### config.mk
export PLATFORM = sky130hd
export DESIGN_NAME = pci_target_ctrl
export DESIGN_NICKNAME = d
export VERILOG_FILES = /design/src/rtl/pci_pkg.sv /design/src/rtl/pci_devsel_timer.sv /design/src/rtl/pci_target_ctrl.sv
export SDC_FILE = /design/constraint.sdc
export NUM_CORES = 1
export LEC_CHECK = 0
export CAP_MARGIN = 5
export CORE_MARGIN = 2
export CORE_UTILIZATION = 51
export DETAILED_ROUTE_END_ITERATION = 10
export PLACE_DENSITY_LB_ADDON = 0.12
export SLEW_MARGIN = 20
export SYNTH_ARGS = -nofsm -noshare
export SYNTH_HDL_FRONTEND = slang
export SYNTH_SLANG_ARGS = --single-unit
### constraint.sdc
create_clock -name clk -period 2.8 [get_ports clk]
set_clock_uncertainty 0.2 [all_clocks]
set_input_delay 0.56 -clock clk [delete_from_list [all_inputs] [get_ports clk]]
set_output_delay 0.56 -clock clk [all_outputs]
set_load 0.01 [all_outputs]
### src/rtl/pci_pkg.sv
// Shared types and constants for the PCI target controller.
package pci_pkg;

  typedef enum logic [2:0] {
    S_IDLE   = 3'd0,
    S_BUSY   = 3'd1,
    S_DECODE = 3'd2,
    S_DATA   = 3'd3,
    S_STOP   = 3'd4,
    S_TURN   = 3'd5
  } pci_state_e;

  localparam logic ASSERTED   = 1'b0;
  localparam logic DEASSERTED = 1'b1;

  localparam logic [1:0] DEVSEL_FAST = 2'd0;
  localparam logic [1:0] DEVSEL_MED  = 2'd1;
  localparam logic [1:0] DEVSEL_SLOW = 2'd2;

  localparam logic [3:0] CMD_MEM_RD = 4'h6;
  localparam logic [3:0] CMD_MEM_WR = 4'h7;

  localparam int unsigned RETRY_W    = 4;
  localparam logic [3:0]  RETRY_LOAD = 4'd15;

endpackage

### src/rtl/pci_devsel_timer.sv
// Loadable down-counter that parks at zero; done flag is high while the count is zero.
module pci_devsel_timer #(
  parameter int unsigned W = 2
) (
  input  logic         clk,
  input  logic         RST,
  input  logic         i_load,
  input  logic [W-1:0] i_load_val,
  input  logic         i_en,
  output logic         o_done_c
);

  logic [W-1:0] r_cnt;

  always_ff @(posedge clk) begin
    if (RST) begin
      r_cnt <= '0;
    end else if (i_load) begin
      r_cnt <= i_load_val;
    end else if (i_en && (r_cnt != '0)) begin
      r_cnt <= r_cnt - W'(1);
    end
  end

  assign o_done_c = (r_cnt == '0);

endmodule

### src/rtl/pci_target_ctrl.sv
// PCI slave target transaction controller: DEVSEL#/TRDY#/STOP# sequencing and burst limit.
// Optional target retry after 16 idle clocks is enabled by defining PCI_TARGET_RETRY_EN.
module pci_target_ctrl
  import pci_pkg::*;
#(
  parameter  int unsigned DEVSEL_SPEED = 1,
  parameter  int unsigned MAX_BURST    = 4,
  localparam int unsigned CNT_W        = $clog2(MAX_BURST + 1)
) (
  input  logic             clk,
  input  logic             RST,
  input  logic             frame,
  input  logic             irdy,
  input  logic             addr_hit,
  input  logic [3:0]       cmd,
  input  logic             buf_ready,
  output logic             devsel,
  output logic             trdy,
  output logic             stop,
  output logic             oe,
  output logic             xfer,
  output logic [3:0]       cmd_q,
  output logic [CNT_W-1:0] phase_cnt
);

  localparam logic [1:0] SPEED_LD =
    (DEVSEL_SPEED > 32'(DEVSEL_SLOW)) ? DEVSEL_SLOW : 2'(DEVSEL_SPEED);

  pci_state_e       r_state, w_state_nxt;
  logic             r_frame_q;
  logic             r_devsel, r_trdy, r_stop, r_oe, r_xfer;
  logic [3:0]       r_cmd_q;
  logic [CNT_W-1:0] r_phase_cnt;

  logic             w_devsel_nxt, w_trdy_nxt, w_stop_nxt, w_oe_nxt, w_xfer_nxt;
  logic [3:0]       w_cmd_nxt;
  logic [CNT_W-1:0] w_cnt_nxt;

  logic w_addr_phase, w_claim, w_xfer, w_burst_end, w_dly_done, w_retry;

  assign w_addr_phase = (r_state == S_IDLE) && !frame && r_frame_q;
  assign w_claim      = w_addr_phase && addr_hit;
  assign w_xfer       = (r_state == S_DATA) && !irdy && (r_trdy == ASSERTED);
  assign w_burst_end  = (r_phase_cnt == CNT_W'(MAX_BURST - 1));

  pci_devsel_timer #(.W(2)) u_dly (
    .clk        (clk),
    .RST        (RST),
    .i_load     (w_claim),
    .i_load_val (SPEED_LD),
    .i_en       (r_state == S_DECODE),
    .o_done_c   (w_dly_done)
  );

`ifdef PCI_TARGET_RETRY_EN
  logic r_retry_arm;
  logic w_retry_done;

  // Retry window opens at the claiming address phase and closes at the first transfer.
  pci_devsel_timer #(.W(RETRY_W)) u_retry (
    .clk        (clk),
    .RST        (RST),
    .i_load     (w_claim),
    .i_load_val (RETRY_LOAD),
    .i_en       (1'b1),
    .o_done_c   (w_retry_done)
  );

  always_ff @(posedge clk) begin
    if (RST) begin
      r_retry_arm <= 1'b0;
    end else if (w_claim) begin
      r_retry_arm <= 1'b1;
    end else if (w_xfer || (r_state == S_IDLE)) begin
      r_retry_arm <= 1'b0;
    end
  end

  assign w_retry = r_retry_arm && w_retry_done;
`else
  assign w_retry = 1'b0;
`endif

  // Next state plus next values of the registered bus outputs.
  always_comb begin
    w_state_nxt  = r_state;
    w_devsel_nxt = r_devsel;
    w_trdy_nxt   = r_trdy;
    w_stop_nxt   = r_stop;
    w_oe_nxt     = r_oe;
    w_xfer_nxt   = 1'b0;
    w_cmd_nxt    = r_cmd_q;
    w_cnt_nxt    = r_phase_cnt;

    case (r_state)
      S_IDLE: begin
        if (w_addr_phase) begin
          if (addr_hit) begin
            w_cmd_nxt   = cmd;
            w_state_nxt = S_DECODE;
          end else begin
            w_state_nxt = S_BUSY;
          end
        end
      end
      S_BUSY: begin
        if (frame && irdy) w_state_nxt = S_IDLE;
      end
      S_DECODE: begin
        if (w_dly_done) begin
          w_devsel_nxt = ASSERTED;
          w_trdy_nxt   = buf_ready ? ASSERTED : DEASSERTED;
          w_oe_nxt     = 1'b1;
          w_state_nxt  = S_DATA;
        end
      end
      S_DATA: begin
        w_devsel_nxt = ASSERTED;
        w_trdy_nxt   = buf_ready ? ASSERTED : DEASSERTED;
        if (w_xfer) begin
          w_xfer_nxt = 1'b1;
          if (r_phase_cnt < CNT_W'(MAX_BURST)) w_cnt_nxt = r_phase_cnt + CNT_W'(1);
        end
        // Turnaround outranks disconnect when both apply on the same edge.
        if ((w_xfer && frame) || (!w_xfer && frame && irdy)) begin
          w_devsel_nxt = DEASSERTED;
          w_trdy_nxt   = DEASSERTED;
          w_stop_nxt   = DEASSERTED;
          w_state_nxt  = S_TURN;
        end else if ((w_xfer && w_burst_end) || (!w_xfer && w_retry)) begin
          w_stop_nxt  = ASSERTED;
          w_trdy_nxt  = DEASSERTED;
          w_state_nxt = S_STOP;
        end
      end
      S_STOP: begin
        if (frame) begin
          w_devsel_nxt = DEASSERTED;
          w_trdy_nxt   = DEASSERTED;
          w_stop_nxt   = DEASSERTED;
          w_state_nxt  = S_TURN;
        end
      end
      S_TURN: begin
        w_oe_nxt    = 1'b0;
        w_cnt_nxt   = '0;
        w_state_nxt = S_IDLE;
      end
      default: w_state_nxt = S_IDLE;
    endcase
  end

  always_ff @(posedge clk) begin
    if (RST) begin
      r_state     <= S_IDLE;
      r_frame_q   <= DEASSERTED;
      r_devsel    <= DEASSERTED;
      r_trdy      <= DEASSERTED;
      r_stop      <= DEASSERTED;
      r_oe        <= 1'b0;
      r_xfer      <= 1'b0;
      r_cmd_q     <= '0;
      r_phase_cnt <= '0;
    end else begin
      r_state     <= w_state_nxt;
      r_frame_q   <= frame;
      r_devsel    <= w_devsel_nxt;
      r_trdy      <= w_trdy_nxt;
      r_stop      <= w_stop_nxt;
      r_oe        <= w_oe_nxt;
      r_xfer      <= w_xfer_nxt;
      r_cmd_q     <= w_cmd_nxt;
      r_phase_cnt <= w_cnt_nxt;
    end
  end

  assign devsel    = r_devsel;
  assign trdy      = r_trdy;
  assign stop      = r_stop;
  assign oe        = r_oe;
  assign xfer      = r_xfer;
  assign cmd_q     = r_cmd_q;
  assign phase_cnt = r_phase_cnt;

endmodule

Yosys cells after proc, flatten, opt, wreduce, memory -nomap -nowiden
Cells that the tools add are included.
- equality and inequality tests: 13
- muxes and demuxes: 28
- add/sub/neg operators: 2
- bitwise logic cells: 2
- reduce and logical (&&, ||, !) cells: 31
- magnitude comparators: 1
- operators by type and width (cell ; number):
    $mux W3 ; 8
    $pmux W3 S5 ; 1
    $mux W1 ; 13
    $reduce_and A3 Y1 ; 4
    $logic_and A1 B1 Y1 ; 11
    $ne A2 B2 Y1 const B ; 5
    $reduce_bool A2 Y1 ; 5
    $eq A3 B2 Y1 const B ; 3
    $eq A3 B3 Y1 const B ; 2
    $pmux W1 S3 ; 2
    $pmux W3 S2 ; 1
    $reduce_and A5 Y1 ; 1
    $pmux W1 S2 ; 2
    $reduce_or A2 Y1 ; 2
    $add A3 B1 Y3 const B ; 1
    $eq A3 B1 Y1 const B ; 1
    $logic_not A1 Y1 ; 3
    $logic_not A3 Y1 ; 1
    $lt A3 B3 Y1 const B ; 1
    $ne A3 B1 Y1 const B ; 1
    $reduce_bool A3 Y1 ; 1
    $logic_not A2 Y1 ; 1
    $mux W2 ; 1
    $ne A2 B1 Y1 const B ; 1
    4 further kinds ; 5
- logic and storage cells: 88
- bits of input ports: 10
- register bits: 18
- output and inout port bits: 12

Longest topological paths before layout
- depth in word-level cells: 9
- depth in mapped cells: 6
- gate-level depth less buffers: 6

By module
A second synthesis with hierarchy kept.
- cells, all modules: 105
- area, all modules: 959.7 um^2
- by module, submodules not included (module ; cells each ; area an instance (um^2) ; instances ; sequential area each (um^2)):
    pci_target_ctrl ; 91 ; 833.3 ; 1 ; 320.3
    pci_devsel_timer ; 14 ; 126.4 ; 1 ; 40.0

Worst setup path before layout
OpenSTA, ideal clock, no wires.
- path type: in2reg
- from: input frame
- to: register r_cmd_q[0], in the netlist cmd_q[0]
- cell stages on the path: 5
- setup slack: 0.904 ns
- path buffers: 2
- required time: 2.473 ns
- data arrival time: 1.569 ns
- cell sequence: clkbuf_1 -> or4_4 -> buf_6 -> mux2i_1 -> nor2_1
- longest elaborated chain between the ends: 4
- RTL lines (what ; line ; RTL):
    from (decl) ; pci_target_ctrl.sv:12 ; input logic frame,
    $logic_not A1 Y1 ; pci_target_ctrl.sv:41 ; assign w_addr_phase = (r_state == S_IDLE) && !frame && r_frame_q;
    $logic_and A1 B1 Y1 (2 in series) ; pci_target_ctrl.sv:41 ;
    $reduce_and A3 Y1 (no line) ; -- ;
    to (signal assigned) ; pci_target_ctrl.sv:172 ; r_cmd_q <= w_cmd_nxt;
    to (decl) ; pci_target_ctrl.sv:32 ; logic [3:0] r_cmd_q;
Every way passes these cells.
A chain may end at the register's enable or synchronous reset.

Final worst setup path
- from: input frame
- to: register r_state[1]
- longest elaborated chain between the ends: 5
- RTL lines (what ; line ; RTL):
    $logic_and A1 B1 Y1 or $logic_not A1 Y1 (tied branches) ; pci_target_ctrl.sv:125, pci_target_ctrl.sv:41 ;
    $logic_and A1 B1 Y1, on equally long branches ; pci_target_ctrl.sv:125, pci_target_ctrl.sv:41 ;
    $logic_or A1 B1 Y1 or $logic_and A1 B1 Y1 (tied branches) ; pci_target_ctrl.sv:125, pci_target_ctrl.sv:41 ;
    $ne A3 B1 Y1 (no line) (tied with other cells) ; -- ;
    $reduce_and A5 Y1 (no line) or $pmux W3 S5 (tied branches) ; -- ;
    to (signal assigned) ; pci_target_ctrl.sv:165 ; r_state <= w_state_nxt;
    to (decl) ; pci_target_ctrl.sv:29 ; pci_state_e r_state, w_state_nxt;
Parallel ways exist; a longest one is shown, timed or not.

==> flow_metrics.tcl <==
set metrics [dict create \
    drc_errors 0 \
    wl_per_cell_um 12.7 \
    antenna_cells 0 \
    combPwrFrac_pct 25.6 \
    drt-pass1-iter-count 4 \
    fillers 140 \
    drive_gt1_share_pct 7.50 \
    synth-async-reset-ratio_pct 0 \
    rsz0062_at_grt "no" \
    maxSlewHeadroom_pct 61.6 \
    m1WireLength_um 796 \
    min_path_type "reg -> reg" \
    leakagePower_nw 0.477 \
    multi_input_area_um2 462 \
    finalSetupViolations 0 \
    syn_area_um2 898 \
    io_pins 22 \
    synth_nets 114 \
    status "completed" \
    regToRegSetupSlack_ps 860 \
    utilization_pct 66.4 \
    synthFlopType "dfxtp_1" \
    switching_power_mw 0.166 \
    first_iter_violations 19 \
    antenna_found_initial 0 \
    gp_congestion 0.951 \
    ys_ff_latch 18 \
    dieArea_um2 2110 \
    cp.required_ps 2800 \
    place_hpwl_mm 1.26 \
    netlist_instances 101 \
    fin_crit_sh_pct 76.4 \
    cp_slowest_cell "o311ai_1" \
    top_layer_used "met4" \
    endpoint_kind "register" \
    ys_types 36 \
    path_cells "clkdlybuf4s50_1 > o311ai_1 > o2111ai_1 > a221oi_1" \
    synth_area_per_cell_um2 8.89 \
    power_mw 0.573 \
    worstRegToRegCells 6 \
    vias 796 \
    r2r_start "phase_cnt[0]" \
    final.setup.tns_ps 0 \
    path_max_fanout 9 \
    max_slew.worst_pin.slew_ps 574 \
    cp-start-kind "input port" \
    sequentialPowerShare_pct 52.4 \
    cts_resized 0 \
    cts_setup_buffers 0 \
    synth-edff-count 0 \
    hold_end "devsel" \
    hold_start "devsel" \
    fin_nets 135 \
    grtUsageTotal_pct 18.4 \
    slowest_delay_ps 560 \
    critPathArrivalTime_ps 2140 \
    peakVddDrop_mv 0.355 \
    ff_latch_area_um2 360 \
    die_w_um 46.0 \
    num_rows 15 \
    cts_buffers 3 \
    p_clk_share_pct 22.0 \
    drt_wl_total_mm 1.75 \
    vias_per_cell 5.81 \
    initial_utilization_pct 53.2 \
    io_buffers 21 \
    ant_nets 0 \
    timing.rr.end "r_state[1]" \
    worst_hold_slack_ps 276 \
    ys_warn_count 0 \
    clock-root-buffer "clkbuf_4" \
    hold_violations 0 \
    seq_area_frac_synth_pct 40.1 \
    grt_max_degree 11 \
    grt_first_pass_wirelength_mm 2.77 \
    htreeDepth 1 \
    cts-hold-fix-buffers 0 \
    slew_viol_final 0 \
    cts_tree "yes" \
    period_needed_ps 2140 \
    holdPathStages 2 \
    fp.dieH_um 46.0 \
    core-area_um2 1690 \
    switching_share_pct 29.0 \
    p_int_mw 0.407 \
    wl_met3_um 105 \
    fmax_mhz 468 \
    cap_violations 0 \
    clk-insertion-delay-late_ps 290 \
    met2_wirelength_um 803 \
    grt_overflow 0 \
    p_per_area_nw_per_um2 511 \
    cts_sinks 18 \
    grt_pass1_vias 665 \
    cts_buffer_depth 2 \
    cts.reportedPaths.clkPinSlew_ps 90 \
    area_delta_synth_final_pct 24.8 \
    crit_type "in -> reg" \
]
cells in the final DEF (no fill, tap or decap), types with 2 or more instances in the layout:
cell             instances
clkdlybuf4s50_1         21
a31oi_1                  2
nor2_1                  11
nor3b_1                  3
mux2i_1                  5
nand2b_1                 2
or2_2                    2
ha_1                     3
xnor2_1                  2
nand3_1                  4
o2111ai_1                2
dfxtp_1                 18
a21oi_1                  4
o211a_1                  2
clkbuf_4                 3
o21ai_0                  4
nand2_1                  3
and3_1                   2
inv_1                   10
flip-flops by register name (all words and copies together) (netlist names):
name,cells
xfer,1
devsel,1
oe,1
stop,1
r_state,3
phase_cnt,3
cmd_q,4
r_frame_q,1
trdy,1
u_dly.r_cnt,2
power groups by stage:
stage | Sequential [mW] | Combinational, mW | Clock [mW]
6_report | 0.300 | 0.147 | 0.126
5_1_grt | 0.304 | 0.159 | 0.144
4_1_cts | 0.300 | 0.145 | 0.130
3_5_place_dp | 0.306 | 0.144 | 0
3_3_place_gp | 0.306 | 0.144 | 0
2_1_floorplan | 0.298 | 0.110 | 0
worst max-delay path by stage:
stage	startpoint	to	slack, ps	depth (start not counted)
after floorplan	frame	cmd_q[0]	900	5
after global placement	frame	r_state[1]	510	4
after detailed placement	frame	r_state[1]	430	4
after CTS	frame	r_state[1]	710	4
after global routing	frame	r_state[1]	590	4
final	frame	r_state[1]	660	4
stage by stage:
step	setup WS (ps)	area, um^2	cells
floorplan	904	898	101
global placement	506	1100	134
detailed placement	425	1100	134
CTS	709	1120	137
global route	593	1120	137
finish	661	1120	137
critical path, delay by kind of cell:
| family | cells | cell delay [ps] |
|---|---|---|
| AOI/OAI and AO/OA | 3 | 1030 |
| buffers and inverters | 1 | 550 |
cells by family after synthesis:
family          Yosys count  synth area share [%]
fa+ha+maj                 3                  4.18
compound gates           22                  18.0
simple gates             35                  21.7
mux                       5                  5.57
xor+xnor                  2                  1.95
buf+inv                  16                  8.50
flops                    18                  40.1
synthesized netlist by cell type, types with 2 or more instances:
cell type | number | share of area [%]
a21oi_1 | 4 | 2.2
a31oi_1 | 2 | 1.4
and3_1 | 2 | 1.4
buf_6 | 2 | 2.5
clkbuf_1 | 3 | 1.3
dfxtp_1 | 18 | 40
ha_1 | 3 | 4.2
inv_1 | 10 | 4.2
mux2i_1 | 5 | 5.6
nand2_1 | 3 | 1.3
nand2b_1 | 2 | 1.4
nand3_1 | 4 | 2.2
nor2_1 | 11 | 4.6
nor3b_1 | 3 | 2.5
o2111ai_1 | 2 | 2.0
o211a_1 | 2 | 2.2
o21ai_0 | 4 | 2.2
or2_2 | 2 | 1.4
xnor2_1 | 2 | 2.0
routing by layer:
metal  vias up  track usage (%)
met3         5             2.38
met5         -                0
met2        34             28.6
li1        393                -
met4         0             10.3
met1       364             24.2
cell type report:
| cell class | instances | share of cell area (%) |
|---|---|---|
| sequential | 18 | 32.1 |
| clock buffer | 3 | 2.01 |
| tap | 17 | 1.90 |
| timing repair buffer | 22 | 19.4 |
| inverter | 10 | 3.35 |
| multi-input combinational | 67 | 41.2 |
(Power assumes the default switching activity.)
